`src/rtl/alu_pkg.sv`:
```
// Shared opcode and control-state encodings for the sequential ALU.
// Latency: none (types only).
// Backpressure: not applicable.
package alu_pkg;

  typedef enum logic [2:0] {
    OP_ADD = 3'b000,
    OP_SUB = 3'b001,
    OP_MUL = 3'b010,
    OP_SHL = 3'b011,
    OP_SHR = 3'b100,
    OP_AND = 3'b101,
    OP_OR  = 3'b110,
    OP_XOR = 3'b111
  } op_t;

  typedef enum logic [1:0] {
    S_IDLE = 2'b00,
    S_MUL  = 2'b01,
    S_DONE = 2'b10
  } state_t;

endpackage

```
`src/rtl/seq_multiplier.sv`:
```
// Iterative unsigned shift-add multiplier producing a full 2*WIDTH product.
// Latency: WIDTH iterations after start; done flags the cycle of the final iteration.
// Backpressure: none; the caller must capture product on the edge where done is high.
module seq_multiplier #(
  parameter int WIDTH = 8
) (
  input  logic               clk,
  input  logic               rst,
  input  logic               start,
  input  logic [WIDTH-1:0]   a,
  input  logic [WIDTH-1:0]   b,
  output logic               done,
  output logic [2*WIDTH-1:0] product
);

  localparam int CW = $clog2(WIDTH + 1);

  logic [CW-1:0]      cnt;
  logic [2*WIDTH-1:0] acc;
  logic [2*WIDTH-1:0] mcand;
  logic [WIDTH-1:0]   mplier;
  logic [2*WIDTH-1:0] acc_next;

  // The last partial product is folded in combinationally so the caller can
  // register the finished product on the same edge as the final iteration.
  assign acc_next = acc + (mplier[0] ? mcand : '0);
  assign done     = (cnt == CW'(1));
  assign product  = acc_next;

  always_ff @(posedge clk or posedge rst) begin
    if (rst) begin
      cnt    <= '0;
      acc    <= '0;
      mcand  <= '0;
      mplier <= '0;
    end else if (start) begin
      cnt    <= CW'(WIDTH);
      acc    <= '0;
      mcand  <= {{WIDTH{1'b0}}, a};
      mplier <= b;
    end else if (cnt != '0) begin
      cnt    <= cnt - CW'(1);
      acc    <= acc_next;
      mcand  <= mcand << 1;
      mplier <= mplier >> 1;
    end
  end

endmodule

```
`src/rtl/param_seq_alu.sv`:
```
// Single-issue ALU: combinational ops finish at the accept edge, mul runs iteratively.
// Latency: 1 cycle for non-mul ops, WIDTH+1 cycles for mul.
// Backpressure: result held in DONE until out_ready; in_ready only in IDLE.
module param_seq_alu
  import alu_pkg::*;
#(
  parameter int WIDTH = 8
) (
  input  logic               clk,
  input  logic               rst,
  input  logic               in_valid,
  output logic               in_ready,
  input  logic [WIDTH-1:0]   A,
  input  logic [WIDTH-1:0]   B,
  input  logic [2:0]         Op,
  output logic               out_valid,
  input  logic               out_ready,
  output logic [2*WIDTH-1:0] OUT,
  output logic               cb,
  output logic               zero
);

  localparam logic [WIDTH:0] SHIFT_LIMIT = (WIDTH + 1)'(WIDTH);

  state_t             state;
  op_t                op_in;
  logic               accept;
  logic               mul_start;
  logic               mul_done;
  logic [2*WIDTH-1:0] mul_product;
  logic [WIDTH:0]     sum;
  logic [WIDTH:0]     diff;
  logic               shift_oor;
  logic [WIDTH-1:0]   narrow;
  logic [2*WIDTH-1:0] res;
  logic               res_cb;

  assign op_in     = op_t'(Op);
  assign in_ready  = (state == S_IDLE) && !rst;
  assign out_valid = (state == S_DONE);
  assign accept    = in_valid && in_ready;
  assign mul_start = accept && (op_in == OP_MUL);

  assign sum       = {1'b0, A} + {1'b0, B};
  assign diff      = {1'b0, A} - {1'b0, B};
  assign shift_oor = ({1'b0, B} >= SHIFT_LIMIT);

  // Non-mul results are WIDTH bits wide; diff's top bit is the borrow.
  always_comb begin
    narrow = '0;
    res_cb = 1'b0;
    case (op_in)
      OP_ADD: begin
        narrow = sum[WIDTH-1:0];
        res_cb = sum[WIDTH];
      end
      OP_SUB: begin
        narrow = diff[WIDTH-1:0];
        res_cb = diff[WIDTH];
      end
      OP_SHL:  narrow = shift_oor ? '0 : (A << B);
      OP_SHR:  narrow = shift_oor ? '0 : (A >> B);
      OP_AND:  narrow = A & B;
      OP_OR:   narrow = A | B;
      OP_XOR:  narrow = A ^ B;
      default: narrow = '0;
    endcase
    res = {{WIDTH{1'b0}}, narrow};
  end

  seq_multiplier #(
    .WIDTH(WIDTH)
  ) u_mul (
    .clk     (clk),
    .rst     (rst),
    .start   (mul_start),
    .a       (A),
    .b       (B),
    .done    (mul_done),
    .product (mul_product)
  );

  always_ff @(posedge clk or posedge rst) begin
    if (rst) begin
      state <= S_IDLE;
      OUT   <= '0;
      cb    <= 1'b0;
      zero  <= 1'b0;
    end else begin
      case (state)
        S_IDLE: begin
          if (accept) begin
            if (op_in == OP_MUL) begin
              state <= S_MUL;
            end else begin
              OUT   <= res;
              cb    <= res_cb;
              zero  <= (res == '0);
              state <= S_DONE;
            end
          end
        end
        S_MUL: begin
          if (mul_done) begin
            OUT   <= mul_product;
            cb    <= 1'b0;
            zero  <= (mul_product == '0);
            state <= S_DONE;
          end
        end
        S_DONE: begin
          if (out_ready) begin
            state <= S_IDLE;
          end
        end
        default: state <= S_IDLE;
      endcase
    end
  end

endmodule

```
`config.mk`:
```
export PLATFORM = sky130hd
export DESIGN_NAME = param_seq_alu
export DESIGN_NICKNAME = d
export VERILOG_FILES = /design/src/rtl/alu_pkg.sv /design/src/rtl/seq_multiplier.sv /design/src/rtl/param_seq_alu.sv
export SDC_FILE = /design/constraint.sdc
export NUM_CORES = 1
export LEC_CHECK = 0
export CORE_ASPECT_RATIO = 1.75
export CORE_MARGIN = 1.5
export CORE_UTILIZATION = 25
export CTS_BUF_LIST = sky130_fd_sc_hd__clkbuf_4
export DETAILED_ROUTE_END_ITERATION = 12
export MAX_ROUTING_LAYER = met4
export PLACE_DENSITY = 0.4
export SYNTH_ARGS = -nofsm -noshare
export SYNTH_HDL_FRONTEND = slang
export SYNTH_SLANG_ARGS = --single-unit
```
`constraint.sdc`:
```
create_clock -name clk -period 5.7 [get_ports clk]
set_input_delay 1.71 -clock clk [delete_from_list [all_inputs] [get_ports clk]]
set_output_delay 1.71 -clock clk [all_outputs]
set_load 0.01 [all_outputs]
```
# Word level (Yosys, flattened, before mapping)
# Cells that the tools add are included.
dict set report totals {
  ff_bits 64
}
dict set report op_classes {
  n_addsub 4
  order_cmp 1
  eq_ne 14
  n_shift 2
  mux 30
  bitwise 3
  reduce_logical 13
}
# cell count
set op_table {}
lappend op_table {{$mux W16} 8}
lappend op_table {{$pmux W8 S7} 1}
lappend op_table {{$logic_not A16 Y1} 2}
lappend op_table {{$mux W8} 4}
lappend op_table {{$pmux W16 S2} 1}
lappend op_table {{$add A16 B16 Y16} 1}
lappend op_table {{$eq A3 B3 Y1 const B} 4}
lappend op_table {{$add A8 B8 Y9} 1}
lappend op_table {{$sub A8 B8 Y9} 1}
lappend op_table {{$and A8 B8 Y8} 1}
lappend op_table {{$ge A8 B4 Y1 const B} 1}
lappend op_table {{$mux W2} 4}
lappend op_table {{$mux W4} 2}
lappend op_table {{$or A8 B8 Y8} 1}
lappend op_table {{$shl A8 B8 Y8} 1}
lappend op_table {{$shr A8 B8 Y8} 1}
lappend op_table {{$xor A8 B8 Y8} 1}
lappend op_table {{$eq A3 B2 Y1 const B} 2}
lappend op_table {{$mux W1} 6}
lappend op_table {{$ne A2 B2 Y1 const B} 3}
lappend op_table {{$pmux W1 S2} 3}
lappend op_table {{$pmux W2 S3} 1}
lappend op_table {{$eq A4 B1 Y1 const B} 1}
lappend op_table {{$reduce_and A4 Y1} 1}
lappend op_table {{other kinds (12)} 15}

# Longest topological paths before layout
# Gate-level depths: netlist of run 1.
dict set report depth {
  depth_word 7
  mapped_depth 12
}

# Cells and area by module
# A second synthesis of run 1 with hierarchy kept.
dict set report unflattened {
  cells_unflattened 651
  area_unflattened_um2 5657.9
}
# mod instances cells_each area_per_inst_um2 seq_area_each_um2
set by_module_without_submodules {}
lappend by_module_without_submodules {seq_multiplier 1 318 2862.7 1101.1}
lappend by_module_without_submodules {param_seq_alu 1 333 2795.2 500.5}

# Worst setup path after synthesis of run 1
# OpenSTA, ideal clock, no wires.
dict set report synth_timing {
  path_type {input to register}
  startpoint {input B[1]}
  endpoint {register zero}
  setup_time_ns 0.103
  arrival_ns 3.972
  path_slack_ns 1.625
  stages 11
  cell_sequence {clkbuf_1 -> inv_1 -> ha_1 -> a211oi_1 -> nor3_1 -> a21oi_1 -> xnor2_1 -> a221o_1 -> nor4_1 -> a41oi_1 -> o41ai_2}
}
dict set report synth_via {
  elab_chain_cells 7
  elab_cells_between_ends 15
  classes_between {add/sub: 2; order compare: 1; shift: 2; mux: 6; bitwise: 3; reduce/logical: 1}
}
# element line_no
set synth_rtl {}
lappend synth_rtl {{start, declared} param_seq_alu.sv:14} ;# input logic [WIDTH-1:0] B,
lappend synth_rtl {{$ge A8 B4 Y1, or another cell as far along} param_seq_alu.sv:46} ;# assign shift_oor = ({1'b0, B} >= SHIFT_LIMIT);
lappend synth_rtl {{$mux W8 (on tied branches)} {param_seq_alu.sv:62, param_seq_alu.sv:61}}
lappend synth_rtl {{$pmux W8 S7 (*)} param_seq_alu.sv:52} ;# case (op_in)
lappend synth_rtl {{$logic_not A16 Y1 (*)} param_seq_alu.sv:98} ;# zero <= (res == '0);
lappend synth_rtl {{$mux W1 (*)} param_seq_alu.sv:93} ;# if (op_in == OP_MUL) begin
lappend synth_rtl {{$mux W1 (*)} param_seq_alu.sv:92} ;# if (accept) begin
lappend synth_rtl {{$pmux W1 S2 (*)} param_seq_alu.sv:90} ;# case (state)
lappend synth_rtl {{end signal, assigned} param_seq_alu.sv:98}
lappend synth_rtl {{end signal, assigned} param_seq_alu.sv:107} ;# zero <= (mul_product == '0);
lappend synth_rtl {{end, declared} param_seq_alu.sv:20} ;# output logic zero
# Every way passes the cells marked *; elsewhere a longest branch is shown, timed or not. The select of a mux whose other input is x is not followed.
# A chain may end at the register's enable or synchronous reset.

# Worst setup path after layout of run 1
dict set report layout_timing {
  startpoint {input rst}
  endpoint {output in_ready}
}
dict set report layout_via {
  elab_chain_cells 2
}
# element line_no
set layout_rtl {}
lappend layout_rtl {{start, declared} param_seq_alu.sv:10} ;# input logic rst,
lappend layout_rtl {{$logic_not A1 Y1 (no line)} --}
lappend layout_rtl {{$logic_and A1 B1 Y1} param_seq_alu.sv:39} ;# assign in_ready = (state == S_IDLE) && !rst;
lappend layout_rtl {{end, declared} param_seq_alu.sv:12} ;# output logic in_ready,
# Every way passes these cells.

==> results of run 1 <==
## final cells by class
type                            instances  area share
Clock inverter                          4     0.00349
Multi-Input combinational cell        500       0.562
Inverter                               29      0.0178
Timing Repair Buffer                   57      0.0874
Sequential cell                        64       0.263
Antenna cell                            1    0.000410
Clock buffer                           12      0.0148
Tap cell                              252      0.0517
## worst max-delay path: stages
cell and delay [ns]:
clkdlybuf4s50_1 0.48, nor3_1 0.17, clkdlybuf4s50_1 0.57
## sequential cells by signal, indices dropped and copies added (netlist names)
name	flops
state	2
u_mul.cnt	4
u_mul.acc	16
zero	1
u_mul.mplier	8
OUT	16
cb	1
u_mul.mcand	16
## synthesized netlist by cell type, types with 4 or more instances
cell type,n,area (µm²)
nand3_1,8,40.0
ha_1,47,588
o21ai_0,30,150
nor3_1,14,70.1
xor2_1,7,61.3
nand3b_1,6,45.0
a21oi_1,47,235
buf_1,5,18.8
a22o_1,9,78.8
or3_1,4,25.0
a21o_1,4,30.0
a31oi_1,20,125
nor3b_1,4,30.0
mux2i_1,17,170
o22ai_1,7,43.8
xnor2_1,15,131
mux2_2,5,56.3
nand2b_1,6,37.5
buf_2,5,25.0
and2_1,20,125
clkbuf_1,27,101
a211oi_1,10,75.1
nor2_1,59,221
nor4_1,4,25.0
nand2_1,93,349
dfrtp_1,64,1600
inv_1,28,105
a221o_1,5,50.1
mux4_2,7,158
## worst max-delay path by stage
stage          cells after the start  slack (ns)  from       end
2_1_floorplan                     11        1.62  B[1]      zero
3_3_place_gp                      11        0.78  A[3]    OUT[7]
3_5_place_dp                      11        0.75  A[1]      zero
4_1_cts                            3        1.04   rst  in_ready
5_1_grt                           11        0.83  A[1]      zero
6_report                           3        1.06   rst  in_ready
## power groups by stage
stage	sequential [mW]	clock (mW)	combinational [mW]
after floorplan	0.696	0	0.606
after global placement	0.729	0	0.894
after detailed placement	0.731	0	0.907
after CTS	0.723	0.287	0.911
after global routing	0.743	0.307	1.00
final	0.717	0.273	0.898
## cells in the final DEF, fill, tap and decap left out, types with 20 or more instances in the layout
cell	synthesis	final
a31oi_1	20	20
a21oi_1	47	47
o21ai_0	30	30
nand2_1	93	92
nor2_1	59	59
clkdlybuf4s50_1	0	42
and2_1	20	20
dfrtp_1	64	64
ha_1	47	47
inv_1	28	27
## cell families after synthesis
| logic type | Yosys count |
|---|---|
| AOI/OAI and AO/OA | 163 |
| xor gates and xnor gates | 23 |
| adders and majority gates | 50 |
| buffers and inverters | 66 |
| DFF | 64 |
| muxes | 29 |
| and+or+nand+nor | 235 |
## layer usage
metal	share of wire	wire length (µm)
met1	0.39	6730
met5	0	0
met3	0.018	312
met4	0.043	748
met2	0.55	9560
==> out/results.txt, run 1 <==
Worst Path Arrival = 2.93 ns
Crit path capture type = output port
CP Launch Type = primary input
Finished Layout Cells = 919
Gate Count Post-Synth = 630
Vias/cell = 5.19
Worst skew pair latency = 0.42 ns
CTS buffer count = 9
Fin crit share = 0.814
Final Skew = 0.0196 ns
CTS tree = built
Port bufs = 42
Switching pwr = 0.821 mW
First-pass GRT wire length = 27,900 µm
CTS Buffer Depth = 2
Ys flop type = dfrtp_1
Synth Warn # = 0
Final Hold Viols = 0
Maximum VDD drop = 0.0000829 V
FMAX = 216 MHz
Die W = 113 µm
Sink Count = 64
Reg2reg end = zero
Comb power frac = 0.476
Fill cell count = 2,245
Inst Count DP = 902
Measured slew at the worst slew-check pin = 0.897 ns
Worst EP required = 3.99 ns
DP HPWL = 13,400 µm
Share of layout cells above drive strength 1 = 0.0841
Final TNS setup = 0 ns
GR met2 Demand/Resource = 0.307
Unrepaired setup endpoints after global routing = no
Compound-Gate Fraction of Synth Area = 0.204
Post-Syn Nets = 703
DRC = 0
Sequential share of power = 0.380
Die Area = 0.0220 mm²
Routed WL = 17,300 µm
Wirelength per Cell = 18.9 µm
Sw frac = 0.435
FF+latch area = 0.00160 mm²
Total gr overflow = 0
Origin of the critical flop-to-flop path = u_mul.mplier[0]
Post-place setup slack = 0.751 ns
Global-route usage over all layers = 0.166
DRT iter0 DRCs = 188
# Post-CTS Setup Buffers = 0
Synth Register Bits = 64
IO Pins = 43
Clock group share of total power = 0.145
Layout Utilization = 0.293
Mapped cell area = 0.00528 mm²
Mean Syn Cell Area = 8.38 µm²
Hold Crit Class = register to register
Power, Total = 1.89 mW
Post-synthesis mux area share = 0.0727
Antenna violations before repair = 1
Post-CTS Resized = 0
Xor and xnor area share after synthesis = 0.0396
Largest family of logic cells by synthesized area = simple AND/OR/NAND/NOR gates
Slew Limit Fails = 0
Hold slack = 0.506 ns
Hold path cells = 2
P&R area growth vs syn = 15.5%
Register area share after synthesis = 0.303
Die extent in y = 195 µm
Area occupied by multi-input gates = 0.00343 mm²
MaxCap Viol Count = 0
Vias in the first global route = 5,017
Rel. slew slack = 0.401
GPL Wtd Cong = 0.922
CTS clk-pin slew, worst paths = 0.10 ns
Tmin final = 4.64 ns
Num rows = 70
Cell area after layout = 0.00610 mm²
Final setup margin = 1.06 ns
Synth Area in Simple Gates = 0.210
Met3 usage = 0.0146
R2R Setup Slk = 1.69 ns
CTS H-tree depth = 3
Hold buffers post-CTS = 0
Via count = 4,770
Finish-stage setup viols = 0
Global routing's busiest layer = met2
CORE AREA = 0.0208 mm²
Crit Path Category = primary input to output port
Min-Delay Startpoint = OUT[12]
Placed Area = 0.00599 mm²
R2R depth = 11
First-pass iteration count of the detailed router = 4
Power Density = 310 mW/mm²
CTS root buffer = clkbuf_4
Min-Delay Endpoint = OUT[12]
Outcome = completed
EDFF count, synth = 0
Pin count of the biggest net entering global routing = 46
Post-synthesis adder-cell area fraction = 0.123
Asr flop ratio synth = 1.00
Netlist cell types = 62
GR Layer Usage met1 = 0.175
Power Internal = 1.07 mW
Nets@finish = 734
Worst Path Max Fanout = 4
Initial Util = 0.253
Leakage = 2.62 nW
Post-DRT Antenna Nets = 0
Power figures use the tool's default switching activity.
==> inputs of run 2 (changes only) <==
==> constraint.sdc (replaced) <==
create_clock -name clk -period 4.6 [get_ports clk]
set_input_delay 1.38 -clock clk [delete_from_list [all_inputs] [get_ports clk]]
set_output_delay 1.38 -clock clk [all_outputs]
set_load 0.01 [all_outputs]
==> run 2 against run 1 <==
Compared with the run above:
- the run now fails in 5_2_route
- synthesized area stayed put
- synthesized cell count stayed put
- global-route usage is 0.97 points lower
==> out/results.txt, run 2 <==
CTS H-tree depth = 3
First-pass GRT wire length = 26,300 µm
GPL Wtd Cong = 0.906
Netlist cell types = 62
Commonest cells post-synth = 93 x nand2_1, 64 x dfrtp_1, 59 x nor2_1
CTS buffer count = 9
Mean Syn Cell Area = 8.38 µm²
Register area share after synthesis = 0.303
Port bufs = 42
Hold buffers post-CTS = 0
Global-route usage over all layers = 0.157
Antenna violations before repair = 1
CTS root buffer = clkbuf_4
Yosys top cell area share = 0.303
Most numerous cell in the Yosys netlist = nand2_1
Vias in the first global route = 4,844
Synth Register Bits = 64
Ys flop type = dfrtp_1
Gate Count Post-Synth = 630
Mapped cell area = 0.00528 mm²
EDFF count, synth = 0
Log Error = [ERROR DRT-0255] Maze Route cannot find path of net clk in worker of routeBox ( 96600 0 ) ( 112855 48300 ).
Initial Util = 0.253
CTS Buffer Depth = 2
Top cells by area, synth = dfrtp_1 30%, ha_1 11%, nand2_1 6.6%
Die W = 113 µm
Synth Warn # = 0
Post-CTS Resized = 0
Pin count of the biggest net entering global routing = 51
Post-Syn Nets = 703
Halt Stage = 5_2_route
Asr flop ratio synth = 1.00
Die extent in y = 195 µm
Yosys top cell by area = dfrtp_1
Total gr overflow = 0
Num rows = 70
Outcome = stopped before the end
# Post-CTS Setup Buffers = 0
DP HPWL = 12,700 µm
Placed Area = 0.00605 mm²
IO Pins = 43
Sink Count = 64
-- run 2: cell counts after synthesis --
No cell type changed its count.
-- run 2: layer usage --
metal / GRT usage
met2: 0.293
met1: 0.166
met4: 0.0630
met5: -
met3: 0.0174
-- run 2: cell families after synthesis --
family,synth area share
AO/OA/AOI/OAI,0.204
flip-flops,0.303
adder cells (fa/ha/maj),0.123
AND/OR/NAND/NOR,0.210
buffers and inverters,0.0481
XOR/XNOR,0.0396
multiplexers,0.0727
-- run 2: through the flow --
| stage | std cells | setup WS (ns) | hold slack, ns | setup TNS [ns] | utilization |
|---|---|---|---|---|---|
| after detailed placement | 910 | -0.0575 | 0.482 | -0.147 | 0.290 |
| after CTS | 924 | 0.394 | 0.509 | 0 | 0.296 |
| after floorplan | 630 | 0.855 | 0.469 | 0 | - |
| after global placement | 910 | -0.124 | 0.483 | -0.341 | 0.290 |
| after global routing | 925 | 0.245 | 0.543 | 0 | 0.296 |
==> inputs of run 3 (changes only) <==
==> config.mk (replaced) <==
export PLATFORM = sky130hd
export DESIGN_NAME = param_seq_alu
export DESIGN_NICKNAME = d
export VERILOG_FILES = /design/src/rtl/alu_pkg.sv /design/src/rtl/seq_multiplier.sv /design/src/rtl/param_seq_alu.sv
export SDC_FILE = /design/constraint.sdc
export NUM_CORES = 1
export LEC_CHECK = 0
export CORE_MARGIN = 1.5
export CORE_UTILIZATION = 20
export DETAILED_ROUTE_END_ITERATION = 12
export PLACE_DENSITY_LB_ADDON = 0.15
export SYNTH_ARGS = -nofsm -noshare
export SYNTH_HDL_FRONTEND = slang
export SYNTH_SLANG_ARGS = --single-unit
==> run 3 against run 2 <==
Compared with the run above:
- the flow now finishes without violations
- global-route usage down 2.9 points
==> out/results.txt, run 3 (synthesis gave the netlist of run 1 again) <==
Outcome = completed
CTS H-tree depth = 3
Maximum VDD drop = 0.000190 V
Tmin final = 4.06 ns
Power, Total = 2.74 mW
Critical path, cell by cell = clkdlybuf4s50_1 -> inv_1 -> ha_1 -> inv_1 -> fa_1 -> mux2i_1 -> o21a_1 -> o22a_1 -> o21ai_0 -> or4_1 -> nor4_1 -> a41oi_1 -> o41ai_2
Worst Path Max Fanout = 5
Leakage = 2.77 nW
Commonest non-fill, non-tap cell in the layout = nand2_1
Placed Area = 0.00618 mm²
Finish-stage setup viols = 0
CTS tree = built
Slew Limit Fails = 0
Slowest stage cell, crit path = clkdlybuf4s50_1
FMAX = 246 MHz
CTS Buffer Depth = 2
Rel. slew slack = 0.417
Power Density = 422 mW/mm²
Final Skew = 0.00586 ns
Nets@finish = 746
Measured slew at the worst slew-check pin = 0.875 ns
Hold Crit Class = register to register
First-pass iteration count of the detailed router = 4
GPL Wtd Cong = 0.827
Slowest stage delay, CP = 0.58 ns
Fill cell count = 2,820
Most frequent cells in the layout = 92 x nand2_1, 64 x dfrtp_1, 59 x nor2_1
Unrepaired setup endpoints after global routing = no
Hold buffers post-CTS = 0
IO Pins = 43
Fin crit share = 0.883
First-pass GRT wire length = 27,000 µm
Worst Path Arrival = 4.30 ns
Hold slack = 0.485 ns
DP HPWL = 12,700 µm
CORE AREA = 0.0260 mm²
Pin count of the biggest net entering global routing = 39
Sink Count = 64
Via count = 4,694
CP Launch Type = primary input
P&R area growth vs syn = 23.1%
Worst EP required = 4.84 ns
Vias in the first global route = 4,708
CTS clk-pin slew, worst paths = 0.05 ns
Worst skew pair latency = 0.34 ns
Largest registers = OUT: 16 flops, u_mul.acc: 16 flops, u_mul.mcand: 16 flops
Area occupied by multi-input gates = 0.00343 mm²
CTS root buffer = clkbuf_16
CTS buffer count = 9
Port bufs = 42
CP most frequent cell = inv_1
Final TNS setup = 0 ns
Cell area after layout = 0.00650 mm²
Initial Util = 0.203
Num rows = 59
Die W = 165 µm
Post-CTS Resized = 0
MaxCap Viol Count = 0
Post-DRT Antenna Nets = 0
Global-route usage over all layers = 0.128
Routed WL = 16,700 µm
Die Area = 0.0274 mm²
DRT iter0 DRCs = 251
# Post-CTS Setup Buffers = 0
Crit Path Category = primary input to register
Total gr overflow = 0
Share of layout cells above drive strength 1 = 0.100
Die extent in y = 165 µm
Antenna violations before repair = 0
DRC = 0
FF+latch area = 0.00160 mm²
Wirelength per Cell = 16.5 µm
Vias/cell = 4.63
Crit path capture type = register
Final Hold Viols = 0
# diodes = 0
## run 3: final cells by class
class | instances | area share
clock buffer | 14 | 0.0437
clock inverter | 2 | 0.00539
inverter | 29 | 0.0168
multi-input combinational | 500 | 0.527
sequential | 64 | 0.246
tap | 335 | 0.0645
timing repair buffer | 69 | 0.0959
## run 3: routing by layer
metal,wire (µm),global-route usage,part of all wire
met1,8320,0.177,0.50
met2,7740,0.208,0.46
met3,405,0.0147,0.024
met4,255,0.0357,0.015
met5,0,0,0
## run 3: through the flow
stage / worst slack (ns) / std cells / util
final: 0.538 / 1013 / 0.250
after global routing: 0.357 / 1013 / 0.250
after CTS: 0.546 / 1013 / 0.250
after detailed placement: 0.202 / 997 / 0.238
after global placement: 0.281 / 997 / 0.238
after floorplan: 0.855 / 630 / -
## run 3: final timing paths
| check | slack (ns) | endpoint | start | cells after the start |
|---|---|---|---|---|
| worst max-delay path | 0.54 | zero | A[0] | 13 |
| worst min-delay path | 0.49 | OUT[4] | OUT[4] | 2 |
| worst max register to register | 0.72 | zero | u_mul.mplier[0] | 11 |
| worst min register to register | 0.49 | OUT[4] | OUT[4] | 2 |
| max in group asynchronous | 2.41 | u_mul.mcand[12] | rst | 3 |
| min in group asynchronous | 1.48 | u_mul.cnt[0] | rst | 2 |
## run 3: report_power, final
part / switching (mW) / internal (mW)
registers: 0.146 / 0.745
logic: 0.646 / 0.466
clock network: 0.263 / 0.478
total: 1.05 / 1.69
## run 3: critical path: cells and delay by family
family                   cells  cell delay (ns)
multiplexers                 1             0.18
AO/OA/AOI/OAI                5             0.68
adder cells (fa/ha/maj)      2             0.62
AND/OR/NAND/NOR              2             0.70
buffers and inverters        3             0.77
==> inputs of run 4 (changes only) <==
--- a/config.mk
+++ b/config.mk
@@ -6,7 +6,7 @@
 export NUM_CORES = 1
 export LEC_CHECK = 0
 export CORE_MARGIN = 1.5
-export CORE_UTILIZATION = 20
+export CORE_UTILIZATION = 39
 export DETAILED_ROUTE_END_ITERATION = 12
 export PLACE_DENSITY_LB_ADDON = 0.15
 export SYNTH_ARGS = -nofsm -noshare
==> run 4 against run 3 <==
Compared with the run above:
- clock power fell by 17%
- highest routed layer unchanged
- critical path type unchanged
- sequential share of layout area rose by 1.0 points
- final area fell by 3.9%
- sequential power barely moved
- cell count fell by 16%
==> out/results.txt, run 4 (synthesis gave the netlist of run 1 again) <==
DRC = 0
Post-CTS Resized = 0
Largest registers = OUT: 16 flops, u_mul.acc: 16 flops, u_mul.mcand: 16 flops
CTS H-tree depth = 3
MaxCap Viol Count = 0
Hold buffers post-CTS = 0
CTS buffer count = 9
Switching pwr = 1.01 mW
Die W = 119 µm
Worst Path Arrival = 4.28 ns
Slowest stage cell, crit path = clkdlybuf4s50_1
Num rows = 42
Worst EP required = 4.82 ns
Post-DRT Antenna Nets = 0
CTS root buffer = clkbuf_16
DRT iter0 DRCs = 292
Rel. slew slack = 0.488
Routed WL = 14,700 µm
Power Density = 415 mW/mm²
CP Launch Type = primary input
Wirelength per Cell = 17.3 µm
Outcome = completed
Post-place setup slack = 0.277 ns
CTS tree = built
DP HPWL = 11,000 µm
Final Hold Viols = 0
Die extent in y = 119 µm
Crit Path Category = primary input to register
P&R area growth vs syn = 18.3%
FMAX = 246 MHz
Sequential share of power = 0.343
Global-route usage over all layers = 0.213
Fin crit share = 0.882
Antenna violations before repair = 0
Placed Area = 0.00598 mm²
Pin count of the biggest net entering global routing = 60
Hold slack = 0.498 ns
Nets@finish = 746
CP top delay family = buffers and inverters
Worst Path Max Fanout = 5
Unrepaired setup endpoints after global routing = no
CTS clk-pin slew, worst paths = 0.05 ns
Tmin final = 4.06 ns
Final Skew = 0.00524 ns
Initial Util = 0.399
Crit path capture type = register
Measured slew at the worst slew-check pin = 0.768 ns
Final setup margin = 0.541 ns
Clock group share of total power = 0.237
Sink Count = 64
Hold Crit Class = register to register
CP most frequent cell = inv_1
# Post-CTS Setup Buffers = 0
GPL Wtd Cong = 0.897
Critical path, cell by cell = clkdlybuf4s50_1 -> inv_1 -> ha_1 -> inv_1 -> fa_1 -> mux2i_1 -> o21a_1 -> o22a_1 -> o21ai_0 -> or4_1 -> nor4_1 -> a41oi_1 -> o41ai_2
Port bufs = 42
Leakage = 2.74 nW
Cell area after layout = 0.00625 mm²
Worst skew pair latency = 0.33 ns
Power Internal = 1.59 mW
Final TNS setup = 0 ns
Share of layout cells above drive strength 1 = 0.0959
CTS Buffer Depth = 2
Vias/cell = 5.50
Sw frac = 0.387
Vias in the first global route = 4,559
First-pass GRT wire length = 24,000 µm
Via count = 4,699
Die Area = 0.0142 mm²
Most frequent cells in the layout = 93 x nand2_1, 64 x dfrtp_1, 59 x nor2_1
Finish-stage setup viols = 0
Maximum VDD drop = 0.000152 V
First-pass iteration count of the detailed router = 5
Layout Utilization = 0.472
Slew Limit Fails = 0
Comb power frac = 0.421
Slowest stage delay, CP = 0.56 ns
Total gr overflow = 0
IO Pins = 43
CORE AREA = 0.0132 mm²
# diodes = 0
Critical path buffer and inverter count = 3
Commonest non-fill, non-tap cell in the layout = nand2_1
[run 4: per-layer routing]
| metal | vias up | routed length, µm | track usage |
|---|---|---|---|
| li1 | 2329 | - | - |
| met5 | - | 0 | 0 |
| met4 | 0 | 242 | 0.0603 |
| met2 | 104 | 7320 | 0.370 |
| met3 | 14 | 523 | 0.0316 |
| met1 | 2252 | 6660 | 0.274 |
[run 4: metrics by stage]
step,cells,total power [mW]
after floorplan,630,1.61
after global placement,838,1.97
after detailed placement,838,2.00
after CTS,854,2.62
after global routing,854,2.78
final,854,2.59
[run 4: final timing paths]
kind,from,slack (ns),depth (start not counted),endpoint
hold reg to reg,OUT[6],0.50,2,OUT[6]
hold / removal,OUT[6],0.50,2,OUT[6]
max in group asynchronous,rst,2.28,3,u_mul.mcand[7]
setup / recovery,A[0],0.54,13,zero
setup reg to reg,u_mul.mplier[0],0.78,11,zero
min in group asynchronous,rst,1.35,2,state[1]
[run 4: area by class of cell]
class / instances / area, µm²
Sequential cell: 64 / 1600
Inverter: 29 / 109
Fill cell: 1337 / 7000
Tap cell: 176 / 220
Timing Repair Buffer: 69 / 623
Multi-Input combinational cell: 500 / 3420
Clock inverter: 3 / 17.5
Clock buffer: 13 / 250
[run 4: worst min-delay path, stage by stage, from the launching register on]
cell	delay, ns
dfrtp_1	0.35
nand2_1	0.05
o21ai_0	0.06
[run 4: power groups by stage]
stage / logic, mW / clock network, mW / registers (mW)
floorplan: 0.751 / 0 / 0.862
global placement: 1.08 / 0 / 0.890
detailed placement: 1.10 / 0 / 0.898
CTS: 1.10 / 0.625 / 0.890
global route: 1.22 / 0.647 / 0.915
finish: 1.09 / 0.614 / 0.889
